==> src/rtl/seq_mult_pkg.sv <==
// seq_mult_pkg: shared FSM encoding and default operand width for the sequential multiplier
package seq_mult_pkg;

    localparam int DEFAULT_WIDTH = 8;

    typedef enum logic [1:0] {
        IDLE = 2'b00,
        CALC = 2'b01,
        FIN  = 2'b10
    } state_t;

endpackage

==> src/rtl/twos_negate.sv <==
// twos_negate: combinational two's-complement negation of a W-bit value
module twos_negate #(
    parameter int W = 8
) (
    input  logic [W-1:0] in_val,
    output logic [W-1:0] out_val
);

    assign out_val = ~in_val + {{(W-1){1'b0}}, 1'b1};

endmodule

==> src/rtl/seq_multiplier.sv <==
// seq_multiplier: shift-and-add multiplier processing one multiplier bit per cycle, signed or unsigned
module seq_multiplier
    import seq_mult_pkg::*;
#(
    parameter int WIDTH = DEFAULT_WIDTH
) (
    input  logic               clk,
    input  logic               rst_n,
    input  logic               start,
    input  logic [WIDTH-1:0]   a,
    input  logic [WIDTH-1:0]   b,
    input  logic               signed_mode,
    output logic [2*WIDTH-1:0] product,
    output logic [WIDTH-1:0]   result,
    output logic               overflow,
    output logic               busy,
    output logic               done
);

    localparam int CW = $clog2(WIDTH) + 1;

    state_t             state, next;
    logic [2*WIDTH-1:0] mcand, acc, acc_neg, prod_final;
    logic [WIDTH-1:0]   mplier, a_neg, b_neg, mag_a, mag_b;
    logic [CW-1:0]      cnt;
    logic               sign_r, mode_r, load, ovf;
    logic [WIDTH:0]     hi_signed;

    twos_negate #(.W(WIDTH))   u_neg_a   (.in_val(a),   .out_val(a_neg));
    twos_negate #(.W(WIDTH))   u_neg_b   (.in_val(b),   .out_val(b_neg));
    twos_negate #(.W(2*WIDTH)) u_neg_acc (.in_val(acc), .out_val(acc_neg));

    // Magnitudes: the most negative value negates to itself, which reads correctly as unsigned
    assign mag_a      = (signed_mode && a[WIDTH-1]) ? a_neg : a;
    assign mag_b      = (signed_mode && b[WIDTH-1]) ? b_neg : b;
    assign load       = start && (state != CALC);
    assign prod_final = sign_r ? acc_neg : acc;
    assign hi_signed  = prod_final[2*WIDTH-1:WIDTH-1];
    assign ovf        = mode_r ? !((&hi_signed) || !(|hi_signed)) : |prod_final[2*WIDTH-1:WIDTH];
    assign result     = product[WIDTH-1:0];

    // State register; reset drops straight back to IDLE
    always_ff @(posedge clk or negedge rst_n) begin
        if (!rst_n) state <= IDLE;
        else        state <= next;
    end

    // Next state and status outputs; CALC spends one extra cycle after the last bit to publish
    always_comb begin
        next = state;
        busy = 1'b0;
        done = 1'b0;
        unique case (state)
            IDLE: next = start ? CALC : IDLE;
            CALC: begin
                busy = 1'b1;
                next = (cnt == CW'(WIDTH)) ? FIN : CALC;
            end
            FIN: begin
                done = 1'b1;
                next = start ? CALC : IDLE;
            end
            default: next = IDLE;
        endcase
    end

    // Operand latch, shift-and-add accumulation, and result publication on entry to FIN
    always_ff @(posedge clk or negedge rst_n) begin
        if (!rst_n) begin
            mcand    <= '0;
            mplier   <= '0;
            acc      <= '0;
            cnt      <= '0;
            sign_r   <= 1'b0;
            mode_r   <= 1'b0;
            product  <= '0;
            overflow <= 1'b0;
        end else if (load) begin
            mcand    <= {{WIDTH{1'b0}}, mag_a};
            mplier   <= mag_b;
            acc      <= '0;
            cnt      <= '0;
            sign_r   <= signed_mode & (a[WIDTH-1] ^ b[WIDTH-1]);
            mode_r   <= signed_mode;
        end else if (state == CALC) begin
            if (cnt != CW'(WIDTH)) begin
                if (mplier[0]) acc <= acc + mcand;
                mcand  <= mcand << 1;
                mplier <= mplier >> 1;
                cnt    <= cnt + CW'(1);
            end else begin
                product  <= prod_final;
                overflow <= ovf;
            end
        end
    end

endmodule

==> config.mk <==
export PLATFORM = sky130hd
export DESIGN_NAME = seq_multiplier
export DESIGN_NICKNAME = d
export VERILOG_FILES = /design/src/rtl/seq_mult_pkg.sv /design/src/rtl/twos_negate.sv /design/src/rtl/seq_multiplier.sv
export SDC_FILE = /design/constraint.sdc
export NUM_CORES = 1
export LEC_CHECK = 0
export ABC_AREA = 1
export CORE_AREA = 2 2 130 132
export DETAILED_ROUTE_END_ITERATION = 16
export DIE_AREA = 0 0 132 134
export GPL_TIMING_DRIVEN = 0
export PLACE_DENSITY = 0.45
export SLEW_MARGIN = 40
export SYNTH_ARGS = -nofsm -noshare
export SYNTH_HDL_FRONTEND = slang
export SYNTH_HIERARCHICAL = 1
export SYNTH_SLANG_ARGS = --single-unit
==> constraint.sdc <==
create_clock -name clk -period 2.3 [get_ports clk]
set_input_delay 0.345 -clock clk [delete_from_list [all_inputs] [get_ports clk]]
set_output_delay 0.345 -clock clk [all_outputs]
set_load 0.1 [all_outputs]
# Yosys cells after proc, flatten, opt, wreduce, memory -nomap -nowiden
# Index checks and enable logic that the tools add are counted.
dict set report totals {
  regBits 65
  input_bits 20
  out_inout_bits 27
  elab_cells 65
}
dict set report op_classes {
  n_addsub 5
  eq_ne 5
  muxes 22
  bitwise 7
  n_reduce_logical 17
}
# op n
set op_table {}
lappend op_table {{two-way mux 16 bit} 8}
lappend op_table {{two-way mux 8 bit} 5}
lappend op_table {{adder 16 x 1 -> 16 bit (second input constant)} 1}
lappend op_table {{adder 16 bit} 1}
lappend op_table {{adder 8 x 1 -> 8 bit (second input constant)} 2}
lappend op_table {{inverter 16 bit} 1}
lappend op_table {{inverter 8 bit} 2}
lappend op_table {{two-way mux 4 bit} 3}
lappend op_table {{AND reduction 9 bit} 1}
lappend op_table {{OR reduction 9 bit} 1}
lappend op_table {{OR reduction 8 bit} 1}
lappend op_table {{AND reduction 3 bit} 2}
lappend op_table {{nonzero test 2 bit} 3}
lappend op_table {{adder 4 x 1 -> 4 bit (second input constant)} 1}
lappend op_table {{== test 4 bit (second input constant)} 1}
lappend op_table {{two-way mux 1 bit} 4}
lappend op_table {{inequality test 4 bit (second input constant)} 1}
lappend op_table {{one-hot mux 2 bit (2 select lines)} 1}
lappend op_table {{logical AND 1 bit} 3}
lappend op_table {{== test 2 x 1 -> 1 bit (second input constant)} 1}
lappend op_table {{== test 2 bit (second input constant)} 1}
lappend op_table {{logical NOT 1 bit} 2}
lappend op_table {{logical NOT 2 bit} 1}
lappend op_table {{two-way mux 2 bit} 1}
lappend op_table {{7 further kinds} 8}

# Longest topological paths before layout
dict set report logic_depth {
  ltp_word 8
  ltp_mapped 14
  depth_no_buf 14
}

# Hierarchy
# Netlist, hierarchy kept.
# module instances cells_per_inst area_each_um2 seq_area_each_um2
set by_module_without_submodules {}
lappend by_module_without_submodules {seq_multiplier 1 538 3960.0 1626.6}
lappend by_module_without_submodules {{twos_negate at u_neg_acc} 1 81 405.4 0.0}
lappend by_module_without_submodules {{twos_negate at u_neg_a ...} 2 28 151.4 0.0}

# Worst setup path before layout
# No wires, ideal clock.
dict set report synth_path {
  path_type {reg-to-output}
  from {register state[1]}
  to {output port done}
  arrival_ns 1.670
  t_required_ns 1.955
  slack_ns 0.285
  stages_incl_launch_ff 3
  path_buffers 0
  cell_sequence {dfrtp_1 > inv_1 > nor2_1}
}
dict set report synth_between {
  elab_chain_cells 2
}
# element line_no
set synth_lines {}
lappend synth_lines {{from (decl)} seq_multiplier.sv:22} ;# state_t state, next;
lappend synth_lines {{from (signal assigned)} seq_multiplier.sv:45} ;# else state <= next;
lappend synth_lines {{== test 2 bit} seq_multiplier.sv:53} ;# unique case (state)
lappend synth_lines {{two-way mux 1 bit} seq_multiplier.sv:53}
lappend synth_lines {{to (decl)} seq_multiplier.sv:17} ;# output logic done
# No other way between the ends.

# Worst setup path in the final report
dict set report layout_path {
  from {register acc[5]}
  to {register overflow}
}
dict set report layout_between {
  elab_chain_cells 8
  word_cells_on_any_way 10
  cone_classes {add/sub (1); mux (2); bitwise (1); reduce/logical (6)}
}
# element line_no
set layout_lines {}
lappend layout_lines {{from (decl)} seq_multiplier.sv:23} ;# logic [2*WIDTH-1:0] mcand, acc, acc_neg, prod_final;
lappend layout_lines {{from (signal assigned)} seq_multiplier.sv:87} ;# if (mplier[0]) acc <= acc + mcand;
lappend layout_lines {{inverter 16 bit (*)} twos_negate.sv:9} ;# assign out_val = ~in_val + {{(W-1){1'b0}}, 1'b1};
lappend layout_lines {{adder 16 x 1 -> 16 bit (*)} twos_negate.sv:9}
lappend layout_lines {{net acc_neg[15]} seq_multiplier.sv:23}
lappend layout_lines {{two-way mux 16 bit (*)} seq_multiplier.sv:37} ;# assign prod_final = sign_r ? acc_neg : acc;
lappend layout_lines {{OR reduction 9 bit} seq_multiplier.sv:39} ;# assign ovf = mode_r ? !((&hi_signed) || !(|hi_signed)) : |prod_final[2*WIDTH-1:WIDTH];
lappend layout_lines {{logical NOT 1 bit} seq_multiplier.sv:39}
lappend layout_lines {{logical OR 1 bit} seq_multiplier.sv:39}
lappend layout_lines {{logical NOT 1 bit} seq_multiplier.sv:39}
lappend layout_lines {{two-way mux 1 bit (*)} seq_multiplier.sv:39}
lappend layout_lines {{to (signal assigned)} seq_multiplier.sv:93} ;# overflow <= ovf;
lappend layout_lines {{to (decl)} seq_multiplier.sv:15} ;# output logic overflow,
# The timed path passes the listed nets; every way through them passes the cells marked *.
# A chain may end at the register's enable or synchronous reset.

==> out/metrics.cfg <==
[layout]
area.growth.synth_to_final_pct = 20.0
layout.cells.non_filler = 959
design.final.nets = 775
stdcell_area_sq_um = 5600
share_of_cells_above_drive_strength_1_pct = 13.8
nFillCells = 1777
insertedDiodeCount = 0
final_core_util_pct = 34.4

[routing]
drt_drc_violations_left = 0
drt-initial-drc-count = 195
wl_per_cell_um = 12.4
drtAntennaViolNets = 0
drt-total-wl_um = 11900
detailroute.via_count = 4279
routed_via_density = 4.46
drt_pass1_iterations = 4

[synthesis]
synthesis.nets = 716
unique_cell_type_count_in_the_yosys_netlist = 36
synthTopCellsByArea = dfrtp_1 (35%), nand2_1 (15%), nor2_1 (7.4%)
yosys.area.top_type = dfrtp_1
synthDominantCellAreaShare_pct = 34.8
mappedNetlistArea_sq_um = 4670
synthFlopType = dfrtp_1
synth-async-reset-ratio_pct = 100
cells_after_synth = 675
postSynthAreaPerCell_sq_um = 6.92
synthesis.yosys.warnings = 6
synth_edf_count = 0
synth.ff_latch_count = 65
seq_area_frac_synth_pct = 34.8

[setup_path]
max_stage_delay_cell_worst_path = dfrtp_1
critPathMostFrequentCell = nand2_1
ff2ff_setup_slack_ns = 0.27
worst_setup_path_end_kind = flip-flop
reg2reg_depth = 14
critical_path_class = reg2reg
max_stage_delay_on_crit_path_ns = 0.47
worst_r2r_endpoint = overflow
critPathRequiredTime_ns = 2.53
worst_r2r_start = acc[5]
worst_ep_arrival_time_ns = 2.26
cp_max_fo = 7
worstPathCellList = nor2_1, nand2_2, nor2_4, nand2_1, nand2_1, nand2_1, inv_1, nand2_1, o21ai_0, inv_1, nor3_1, nand3_1, nand2_1, nand2_1
worst_setup_path_start_kind = flip-flop

[placement]
placed_cells = 942
dpl-instance-area_sq_um = 5300
place_congestion = 0.860
pre_cts_ws_ns = 0.251
detailed_place_hpwl_um = 9400
place.port_buffers = 46

[clock_network]
post-cts-setup-buffer-count = 0
ctsRootBufferMaster = clkbuf_16
clk-insertion-delay-late_ns = 0.34
post_cts.resized_instances = 0
numCtsBuffers = 9
clockBufferDepth = 2
post_cts_hold_buffer_count = 1
clkSlewWorstSetupHoldPaths_ns = 0.05
cts_tree = yes
cts_sinks = 65
cts_htree_levels = 3

[global_routing]
grt.overflow.total = 0
groute.usage.overall_pct = 14.2
antenna_found_initial = 1
grt_first_pass_wirelength_um = 19900
maximum_number_of_pins_on_one_net_before_global_route_repair = 49
grt_pass1_vias = 4014

[timing]
fin_ws_ns = 0.270
clock-skew-final_ns = 0.00526
tightest_slew_ns = 0.488
period_share_pct = 88.2
final-hold-violation-count = 0
finalWorstPathRequiredPeriod_ns = 2.03
max_freq_mhz = 493
rsz0062_at_grt = no
endpoints_failing_setup = 0
final_slew_violations = 0
timing.max_slew.rel_slack_pct = 67.7

[die]
start_util_pct = 28.7
chipHeight_um = 134
die_w_um = 132
row_count = 47
coreArea_sq_um = 16300
die-area_sq_um = 17700
ports = 47

[job]
max-cap-violations = 0

[status]
status = completed

[worst_hold_path]
hold_path_class = in2async

placed cells by master, fill, tap and decap left out, types with 9 or more instances in the layout:
| cell | n |
|---|---|
| nand2_1 | 188 |
| nor2_1 | 92 |
| inv_1 | 78 |
| dfrtp_1 | 65 |
| o21ai_0 | 48 |
| buf_2 | 34 |
| nand3_1 | 30 |
| a21oi_1 | 25 |
| ha_1 | 20 |
| clkdlybuf4s50_1 | 18 |
| buf_4 | 14 |
| xnor2_1 | 11 |
| o21ai_1 | 10 |
| clkbuf_16 | 9 |
flip-flops by register name, summed over array words and instances, names as in the netlist:
register,flops
mcand,16
sign_r,1
acc,16
cnt,4
mode_r,1
product,16
mplier,8
state,2
overflow,1
synth_stat cells (all sizes together), types with 7 or more instances:
master / instances
or2: 8
o22ai: 8
nor2: 105
inv: 84
buf: 25
a31oi: 7
dfrtp: 65
ha: 20
a21oi: 25
nand2: 197
xor2: 7
o21ai: 58
nand3: 30
xnor2: 11
routing by layer:
| layer | part of all wire, % | wire length, um | global-route usage [%] |
|---|---|---|---|
| met1 | 47 | 5600 | 18.3 |
| met2 | 47 | 5600 | 23.5 |
| met3 | 3.4 | 405 | 2.38 |
| met4 | 2.5 | 295 | 6.46 |
| met5 | 0 | 0 | 0 |
metrics by stage:
stage	hold slack [ns]	TNS, ns
6_report	0.404	0
2_1_floorplan	0.0494	0
4_1_cts	0.408	0
3_3_place_gp	0.467	-92.37
5_1_grt	0.439	0
3_5_place_dp	0.195	0
how the worst max path moves through the flow:
stage               cells past startpoint  startpoint         to
floorplan                               2    state[1]       done
global placement                        1       rst_n  mplier[7]
detailed placement                     14      acc[5]   overflow
CTS                                    14      acc[5]   overflow
global route                           14      acc[5]   overflow
finish                                 14      acc[5]   overflow
critical path, delay by kind of cell, from the launching register on:
family | cells | cell delay (ns)
flip-flops | 1 | 0.47
AND/OR/NAND/NOR | 11 | 1.21
AO/OA/AOI/OAI | 1 | 0.10
buffers and inverters | 2 | 0.14
area by class of cell:
cell class	instances	area, sq um	share of cell area [%]
buffer	26	189	3.37
inverter	84	318	5.67
tap	220	275	4.91
timing repair buffer	48	364	6.50
multi-input combinational	500	2530	45.3
sequential	65	1630	29.0
clock inverter	2	10.0	0.179
clock buffer	14	284	5.07
cell families after synthesis:
kind of cell | after synthesis | share of synthesized area, %
and+or+nand+nor | 353 | 32.5
buffers and inverters | 110 | 10.9
AOI/OAI and AO/OA | 107 | 12.4
DFF | 65 | 34.8
adders and majority gates | 21 | 5.79
xor gates and xnor gates | 18 | 3.38
muxes | 1 | 0.214
Power is left out: the tool's default activity adds up to more than one toggle a clock period on the data nets, which glitch-free logic cannot reach.
